===== config.mk =====
export PLATFORM = sky130hd
export DESIGN_NAME = otter_fetch_unit_flat
export DESIGN_NICKNAME = d
export VERILOG_FILES = /design/src/rtl/otter_fetch_unit_if.sv /design/src/rtl/otter_fetch_unit.sv /design/src/flat_wrapper.sv
export SDC_FILE = /design/constraint.sdc
export NUM_CORES = 1
export LEC_CHECK = 0
export ABC_CLOCK_PERIOD_IN_PS = 4900
export BUFFER_PORTS_ARGS = -buffer_cell sky130_fd_sc_hd__buf_2
export CAP_MARGIN = 0
export CORE_ASPECT_RATIO = 1.4
export CORE_MARGIN = 10
export CORE_UTILIZATION = 50
export CTS_CLUSTER_DIAMETER = 40
export DETAILED_ROUTE_END_ITERATION = 10
export PLACE_DENSITY = 0.76
export REMOVE_ABC_BUFFERS = 1
export SETUP_SLACK_MARGIN = 0.02
export SLEW_MARGIN = 40
export SYNTH_ARGS = -nofsm -noshare
export SYNTH_HDL_FRONTEND = slang
export SYNTH_SLANG_ARGS = --single-unit

===== constraint.sdc =====
create_clock -name i_clk -period 4.9 [get_ports i_clk]
set_clock_uncertainty 0.15 [all_clocks]
set_input_delay 0.245 -clock i_clk [delete_from_list [all_inputs] [get_ports i_clk]]
set_output_delay 0.245 -clock i_clk [all_outputs]
set_load 0.03 [all_outputs]

===== src/rtl/otter_fetch_unit_if.sv =====
// Instruction-memory port of the Otter fetch unit: valid/ready request channel plus valid-only response channel.
// Request: a transfer happens on a rising edge where req_valid && req_ready; the master holds req_valid and req_addr stable until then. Response: rsp_valid is a one-cycle strobe with no backpressure.
interface otter_fetch_unit_if;
  logic        req_valid;
  logic [31:0] req_addr;
  logic        req_ready;
  logic        rsp_valid;
  logic [31:0] rsp_data;

  modport master (
    output req_valid,
    output req_addr,
    input  req_ready,
    input  rsp_valid,
    input  rsp_data
  );

  modport slave (
    input  req_valid,
    input  req_addr,
    output req_ready,
    output rsp_valid,
    output rsp_data
  );
endinterface


===== src/rtl/otter_fetch_unit.sv =====
// Otter PC register and single-outstanding instruction-fetch sequencer with redirect, kill and misalignment trap.
// All outputs are registered; o_dbg_state exposes the FSM state.
module otter_fetch_unit #(
  parameter logic [31:0] RESET_VEC = 32'h0000_0000
) (
  input  logic               i_clk,
  input  logic               i_rst_n,
  input  logic               i_redirect_valid,
  input  logic [31:0]        i_redirect_addr,
  input  logic               i_stall,
  otter_fetch_unit_if.master imem,
  output logic               o_inst_valid,
  output logic [31:0]        o_inst,
  output logic [31:0]        o_inst_pc,
  output logic               o_misalign_trap,
  output logic [31:0]        o_trap_addr,
  output logic [2:0]         o_dbg_state
);

  typedef enum logic [2:0] {
    S_IDLE = 3'd0,
    S_REQ  = 3'd1,
    S_WAIT = 3'd2,
    S_OUT  = 3'd3,
    S_TRAP = 3'd4
  } state_t;

  state_t      r_state,      w_state_n;
  logic [31:0] r_pc,         w_pc_n;
  logic        r_kill,       w_kill_n;
  logic        r_trap_pend,  w_trap_pend_n;
  logic        r_req_valid,  w_req_valid_n;
  logic [31:0] r_req_addr,   w_req_addr_n;
  logic        r_inst_valid, w_inst_valid_n;
  logic [31:0] r_inst,       w_inst_n;
  logic [31:0] r_inst_pc,    w_inst_pc_n;
  logic        r_trap,       w_trap_n;
  logic [31:0] r_trap_addr,  w_trap_addr_n;

  logic w_redir_ok;
  logic w_redir_bad;
  logic w_hs;

  assign w_redir_ok  = i_redirect_valid && (i_redirect_addr[1:0] == 2'b00);
  assign w_redir_bad = i_redirect_valid && (i_redirect_addr[1:0] != 2'b00);
  assign w_hs        = r_req_valid && imem.req_ready;

  always_comb begin
    w_state_n      = r_state;
    w_pc_n         = r_pc;
    w_kill_n       = r_kill;
    w_trap_pend_n  = r_trap_pend;
    w_req_valid_n  = r_req_valid;
    w_req_addr_n   = r_req_addr;
    w_inst_valid_n = r_inst_valid;
    w_inst_n       = r_inst;
    w_inst_pc_n    = r_inst_pc;
    w_trap_n       = r_trap;
    w_trap_addr_n  = r_trap_addr;

    case (r_state)
      S_IDLE: begin
        if (w_redir_bad) begin
          w_trap_n      = 1'b1;
          w_trap_addr_n = i_redirect_addr;
          w_state_n     = S_TRAP;
        end else begin
          if (w_redir_ok) w_pc_n = i_redirect_addr;
          w_state_n = S_REQ;
        end
      end

      S_REQ: begin
        // The presented request cannot be withdrawn, so a redirect marks it for discard instead.
        if (w_redir_ok) begin
          w_pc_n        = i_redirect_addr;
          w_kill_n      = 1'b1;
          w_trap_n      = 1'b0;
          w_trap_pend_n = 1'b0;
        end else if (w_redir_bad) begin
          w_kill_n      = 1'b1;
          w_trap_pend_n = 1'b1;
          w_trap_n      = 1'b1;
          w_trap_addr_n = i_redirect_addr;
        end
        if (w_hs) begin
          w_req_valid_n = 1'b0;
          w_state_n     = S_WAIT;
        end
      end

      S_WAIT: begin
        if (imem.rsp_valid) begin
          if (w_redir_ok) begin
            w_pc_n        = i_redirect_addr;
            w_kill_n      = 1'b0;
            w_trap_n      = 1'b0;
            w_trap_pend_n = 1'b0;
            w_state_n     = S_REQ;
          end else if (w_redir_bad) begin
            w_kill_n      = 1'b0;
            w_trap_pend_n = 1'b0;
            w_trap_n      = 1'b1;
            w_trap_addr_n = i_redirect_addr;
            w_state_n     = S_TRAP;
          end else if (r_kill) begin
            w_kill_n      = 1'b0;
            w_trap_pend_n = 1'b0;
            w_state_n     = r_trap_pend ? S_TRAP : S_REQ;
          end else begin
            w_inst_n       = imem.rsp_data;
            w_inst_pc_n    = r_pc;
            w_inst_valid_n = 1'b1;
            w_state_n      = S_OUT;
          end
        end else if (w_redir_ok) begin
          w_pc_n        = i_redirect_addr;
          w_kill_n      = 1'b1;
          w_trap_n      = 1'b0;
          w_trap_pend_n = 1'b0;
        end else if (w_redir_bad) begin
          w_kill_n      = 1'b1;
          w_trap_pend_n = 1'b1;
          w_trap_n      = 1'b1;
          w_trap_addr_n = i_redirect_addr;
        end
      end

      S_OUT: begin
        if (w_redir_ok) begin
          w_pc_n         = i_redirect_addr;
          w_inst_valid_n = 1'b0;
          w_state_n      = S_REQ;
        end else if (w_redir_bad) begin
          w_inst_valid_n = 1'b0;
          w_trap_n       = 1'b1;
          w_trap_addr_n  = i_redirect_addr;
          w_state_n      = S_TRAP;
        end else if (!i_stall) begin
          w_pc_n         = r_pc + 32'd4;
          w_inst_valid_n = 1'b0;
          w_state_n      = S_REQ;
        end
      end

      S_TRAP: begin
        if (w_redir_ok) begin
          w_pc_n    = i_redirect_addr;
          w_trap_n  = 1'b0;
          w_state_n = S_REQ;
        end else if (w_redir_bad) begin
          w_trap_addr_n = i_redirect_addr;
        end
      end

      default: w_state_n = S_IDLE;
    endcase

    // Every entry into REQ presents a fresh request at the (possibly redirected) pc.
    if ((w_state_n == S_REQ) && (r_state != S_REQ)) begin
      w_req_valid_n = 1'b1;
      w_req_addr_n  = w_pc_n;
    end
  end

  always_ff @(posedge i_clk or negedge i_rst_n) begin
    if (!i_rst_n) begin
      r_state      <= S_IDLE;
      r_pc         <= RESET_VEC;
      r_kill       <= 1'b0;
      r_trap_pend  <= 1'b0;
      r_req_valid  <= 1'b0;
      r_req_addr   <= RESET_VEC;
      r_inst_valid <= 1'b0;
      r_inst       <= 32'd0;
      r_inst_pc    <= 32'd0;
      r_trap       <= 1'b0;
      r_trap_addr  <= 32'd0;
    end else begin
      r_state      <= w_state_n;
      r_pc         <= w_pc_n;
      r_kill       <= w_kill_n;
      r_trap_pend  <= w_trap_pend_n;
      r_req_valid  <= w_req_valid_n;
      r_req_addr   <= w_req_addr_n;
      r_inst_valid <= w_inst_valid_n;
      r_inst       <= w_inst_n;
      r_inst_pc    <= w_inst_pc_n;
      r_trap       <= w_trap_n;
      r_trap_addr  <= w_trap_addr_n;
    end
  end

  assign imem.req_valid  = r_req_valid;
  assign imem.req_addr   = r_req_addr;
  assign o_inst_valid    = r_inst_valid;
  assign o_inst          = r_inst;
  assign o_inst_pc       = r_inst_pc;
  assign o_misalign_trap = r_trap;
  assign o_trap_addr     = r_trap_addr;
  assign o_dbg_state     = r_state;

endmodule


===== src/flat_wrapper.sv =====
// flat-port wrapper written by rule: the top's interface ports become plain ports
module otter_fetch_unit_flat 
#(
  parameter logic [31:0] RESET_VEC = 32'h0000_0000
)
  (i_clk, i_rst_n, i_redirect_valid, i_redirect_addr, i_stall, o_inst_valid, o_inst, o_inst_pc, o_misalign_trap, o_trap_addr, o_dbg_state, imem_req_valid, imem_req_addr, imem_req_ready, imem_rsp_valid, imem_rsp_data);
  otter_fetch_unit_if imem_i ();
  input  logic i_clk;
  input  logic i_rst_n;
  input  logic i_redirect_valid;
  input  logic [31:0] i_redirect_addr;
  input  logic i_stall;
  output logic o_inst_valid;
  output logic [31:0] o_inst;
  output logic [31:0] o_inst_pc;
  output logic o_misalign_trap;
  output logic [31:0] o_trap_addr;
  output logic [2:0] o_dbg_state;
  output wire logic [$bits(imem_i.req_valid)-1:0] imem_req_valid;
  output wire logic [$bits(imem_i.req_addr)-1:0] imem_req_addr;
  input wire logic [$bits(imem_i.req_ready)-1:0] imem_req_ready;
  input wire logic [$bits(imem_i.rsp_valid)-1:0] imem_rsp_valid;
  input wire logic [$bits(imem_i.rsp_data)-1:0] imem_rsp_data;
  assign imem_req_valid = imem_i.req_valid;
  assign imem_req_addr = imem_i.req_addr;
  assign imem_i.req_ready = imem_req_ready;
  assign imem_i.rsp_valid = imem_rsp_valid;
  assign imem_i.rsp_data = imem_rsp_data;
  otter_fetch_unit #(.RESET_VEC(RESET_VEC)) u_core (.i_clk(i_clk), .i_rst_n(i_rst_n), .i_redirect_valid(i_redirect_valid), .i_redirect_addr(i_redirect_addr), .i_stall(i_stall), .imem(imem_i), .o_inst_valid(o_inst_valid), .o_inst(o_inst), .o_inst_pc(o_inst_pc), .o_misalign_trap(o_misalign_trap), .o_trap_addr(o_trap_addr), .o_dbg_state(o_dbg_state));
endmodule

==> summary.md <==
| Metric | Value |
|---|---|
| CTS tree | `built` |
| Max Freq | `366.6 MHz` |
| Port Buffers | `203` |
| Setup violations, final | `0` |
| Core region area | `15540 sq um` |
| Longest individual stage delay on the worst path | `0.66 ns` |
| PostCTS Resize Cnt | `0` |
| Area growth syn-to-layout | `29.87%` |
| Routability cong. | `0.9077` |
| Largest area contributor in the synthesized netlist | `dfrtp_1` |
| Power density over the cells | `653.9 nW/um^2` |
| Dominant synthesized flop cell | `dfrtp_1` |
| Effective utilization at floorplan | `0.5067` |
| Sum of overflow across all layers after global routing | `0` |
| Post-synthesis async set-or-reset flop share | `1.000` |
| Least-Margin Pin Slew | `0.6269 ns` |
| Required @ worst endpoint | `5.06 ns` |
| Average via count per standard cell | `5.805` |
| Horizontal extent of the die | `126.1 microns` |
| Result of the run | `finished clean` |
| Pin count of the biggest net entering global routing | `111` |
| Diode count | `0` |
| Post-CTS Setup Inserts | `0` |
| Syn Inst Count | `632` |
| Count of pins on the block boundary | `204` |
| Count of nets left with antenna violations after detail routing | `0` |
| Number of buffers on the longest clock path | `2` |
| Clock tree root buffer cell | `clkbuf_16` |
| Worst max-slew margin expressed relative to the limit | `0.5807` |
| Hold violation total from the final report | `0` |
| Antenna violations before repair | `0` |
| Clock sink count | `168` |
| Global Route Usage Sum | `0.2183` |
| Most common cell after layout, fill and taps aside | `buf_2` |
| Leading cell types in the layout, fill and taps excluded | `buf_2, dfrtp_1, mux2_2, dlygate4sd3_1, nor2_1` |
| Critical path, cell by cell | `and2_1 > a21oi_1 > o221a_4 > nor2_8 > mux2_2` |
| Via count of the routed design | `6357` |
| Crit share post-route | `0.5567` |
| First-pass DRT Iterations | `8` |
| Fin. max-slew vios | `0` |
| Path type of the worst min-delay path | `primary input to register` |
| HPWL after DPL | `16330 microns` |
| Sort of element at the end of the critical path | `register` |
| Unrepaired setup endpoints after global routing | `false` |
| Accumulated negative setup slack | `0 ns` |
| Register area share after synthesis | `0.5339` |
| Highest fanout seen on the critical path | `28` |
| Die Y | `168.5 microns` |
| Flops & latches, synth | `168` |
| Static leakage | `4.862 nW` |
| Share of layout cells above drive strength 1 | `0.4294` |
| Routed WL | `23440 microns` |
| CP Data Arrival Time | `2.89 ns` |
| Worst path top cell family by delay | `simple AND/OR/NAND/NOR gates` |
| DRC viols | `0` |
| Post-synth EDFFs | `0` |
| Via count of the first global-routing pass | `6818` |
| Routed WL per cell | `21.41 microns` |
| Global-route wire length before repair | `37190 microns` |
| Startpoint-to-endpoint class of the critical path | `register to register` |
| CP Launch Type | `register` |
| Minimum clock period after layout | `2.728 ns` |
| Die Footprint | `21240 sq um` |
| Total chip power | `0.006687 W` |
| Number of buffers created by CTS | `17` |
| Final #Nets | `957` |
| Mean instance size in the synthesized netlist | `12.46 sq um` |
| Source-to-sink clock delay at the later pin of the worst-skew pair | `0.43 ns` |
| Worst IR drop on VDD | `0.4450 mV` |
| DRT iter0 DRCs | `598` |
| Clk pin slew, worst setup/hold paths | `0.06 ns` |
| Master of the slowest instance on the critical path | `dfrtp_1` |
| Worst Path Buf+Inv | `0` |
| Total standard cell area after synthesis | `7874 sq um` |
| Row count | `54` |
| CTS H-Tree Depth | `4` |
| Ranking of synthesized cells by area | `dfrtp_1, mux2_2, nor2_1` |
| Max-cap violations | `0` |
| Library cells used by synthesis | `78` |
| Post-synth top area share | `0.5339` |
| Yosys warning count | `0` |
==> flip-flops by register name (all words and copies together) (netlist names) <==
register,count
u_core.imem.req_addr,32
u_core.o_inst,32
u_core.o_inst_pc,32
u_core.o_trap_addr,32
u_core.r_pc,32
u_core.o_dbg_state,3
u_core.imem.req_valid,1
u_core.o_inst_valid,1
u_core.o_misalign_trap,1
u_core.r_kill,1
u_core.r_trap_pend,1
==> synth_stat cells (4+ instances only) <==
cell,instances
a211oi_1,13
a21oi_1,15
a311oi_1,11
a31oi_1,4
and2_1,6
and3_1,4
and4_1,4
and4_2,5
buf_2,10
buf_4,5
buf_6,11
clkbuf_1,8
dfrtp_1,168
inv_1,9
mux2_1,9
mux2_2,112
nand2_1,31
nand3_1,15
nand4_1,14
nor2_1,37
nor3_1,15
nor4_1,6
nor4b_1,6
o21ai_0,23
o21ai_1,4
o221ai_1,6
==> cells by family after synthesis <==
group | count (synthesis) | share of synthesized area
simple gates | 171 | 0.1338
flops | 168 | 0.5339
mux | 124 | 0.1769
compound gates | 117 | 0.1120
buf+inv | 50 | 0.04068
xor+xnor | 1 | 0.001113
fa+ha+maj | 1 | 0.001589
==> layer usage <==
layer,vias up,share of wire,routed length (microns),GRT usage
li1,2889,-,-,-
met1,3137,0.36,8403,0.2332
met2,287,0.52,12280,0.3791
met3,44,0.095,2223,0.09003
met4,0,0.023,536,0.07643
met5,-,0,0,0
==> final timing paths <==
path | from | to | slack, ns | cells past startpoint
hold / removal | i_redirect_addr[0] | u_core.o_misalign_trap$_DFFE_PN0P_ | 0.10 | 3
max in group asynchronous | i_rst_n | u_core.o_trap_addr[9]$_DFFE_PN0P_ | 3.38 | 4
hold reg to reg | u_core.o_inst_pc[20]$_DFFE_PN0P_ | u_core.o_inst_pc[20]$_DFFE_PN0P_ | 0.33 | 2
setup reg to reg | u_core.o_dbg_state[0]$_DFF_PN0_ | u_core.imem.req_addr[7]$_DFFE_PN0P_ | 2.17 | 5
min in group asynchronous | i_rst_n | u_core.o_trap_addr[21]$_DFFE_PN0P_ | 0.13 | 2
setup / recovery | u_core.o_dbg_state[0]$_DFF_PN0_ | u_core.imem.req_addr[7]$_DFFE_PN0P_ | 2.17 | 5
==> worst register-to-register path: cells and delay by family (launching register included) <==
kind / cells / cell delay, ns
AOI/OAI and AO/OA: 2 / 0.46
DFF: 1 / 0.66
muxes: 1 / 0.41
and+or+nand+nor: 2 / 0.93
==> final cells by class <==
cell class                 count  area, sq um
fill                        1184         5314
timing repair buffer         276         1754
sequential                   168         4204
multi-input combinational    414         3358
inverter                       9        33.78
tap                          196        245.2
clock inverter                12        173.9
clock buffer                  20        456.7
==> through the flow <==
stage                     hold WS [ns]  worst slack, ns  instance area, sq um    util  cells
after detailed placement        0.2153            2.240                  8925  0.5743    998
final                           0.1041            2.172                 10230  0.6581   1095
after CTS                      0.08574            2.222                 10200  0.6561   1094
after floorplan                -0.2006            1.815                  7587       -    591
after global routing            0.1174            2.053                 10230  0.6581   1095
after global placement          0.3040            2.285                  8915  0.5737    998
==> timing repair <==
item | in CTS | in global routing
hold buffers | 64 | 0
endpoints found under the hold margin | 187 | 0
endpoints found under the setup margin | 0 | 0
==> power by group <==
| part | switching (W) | internal (W) |
|---|---|---|
| combinational | 0.00184 | 0.00103 |
| sequential | 0.000458 | 0.00193 |
| clock | 0.000553 | 0.000879 |
(Power assumes the default switching activity.)
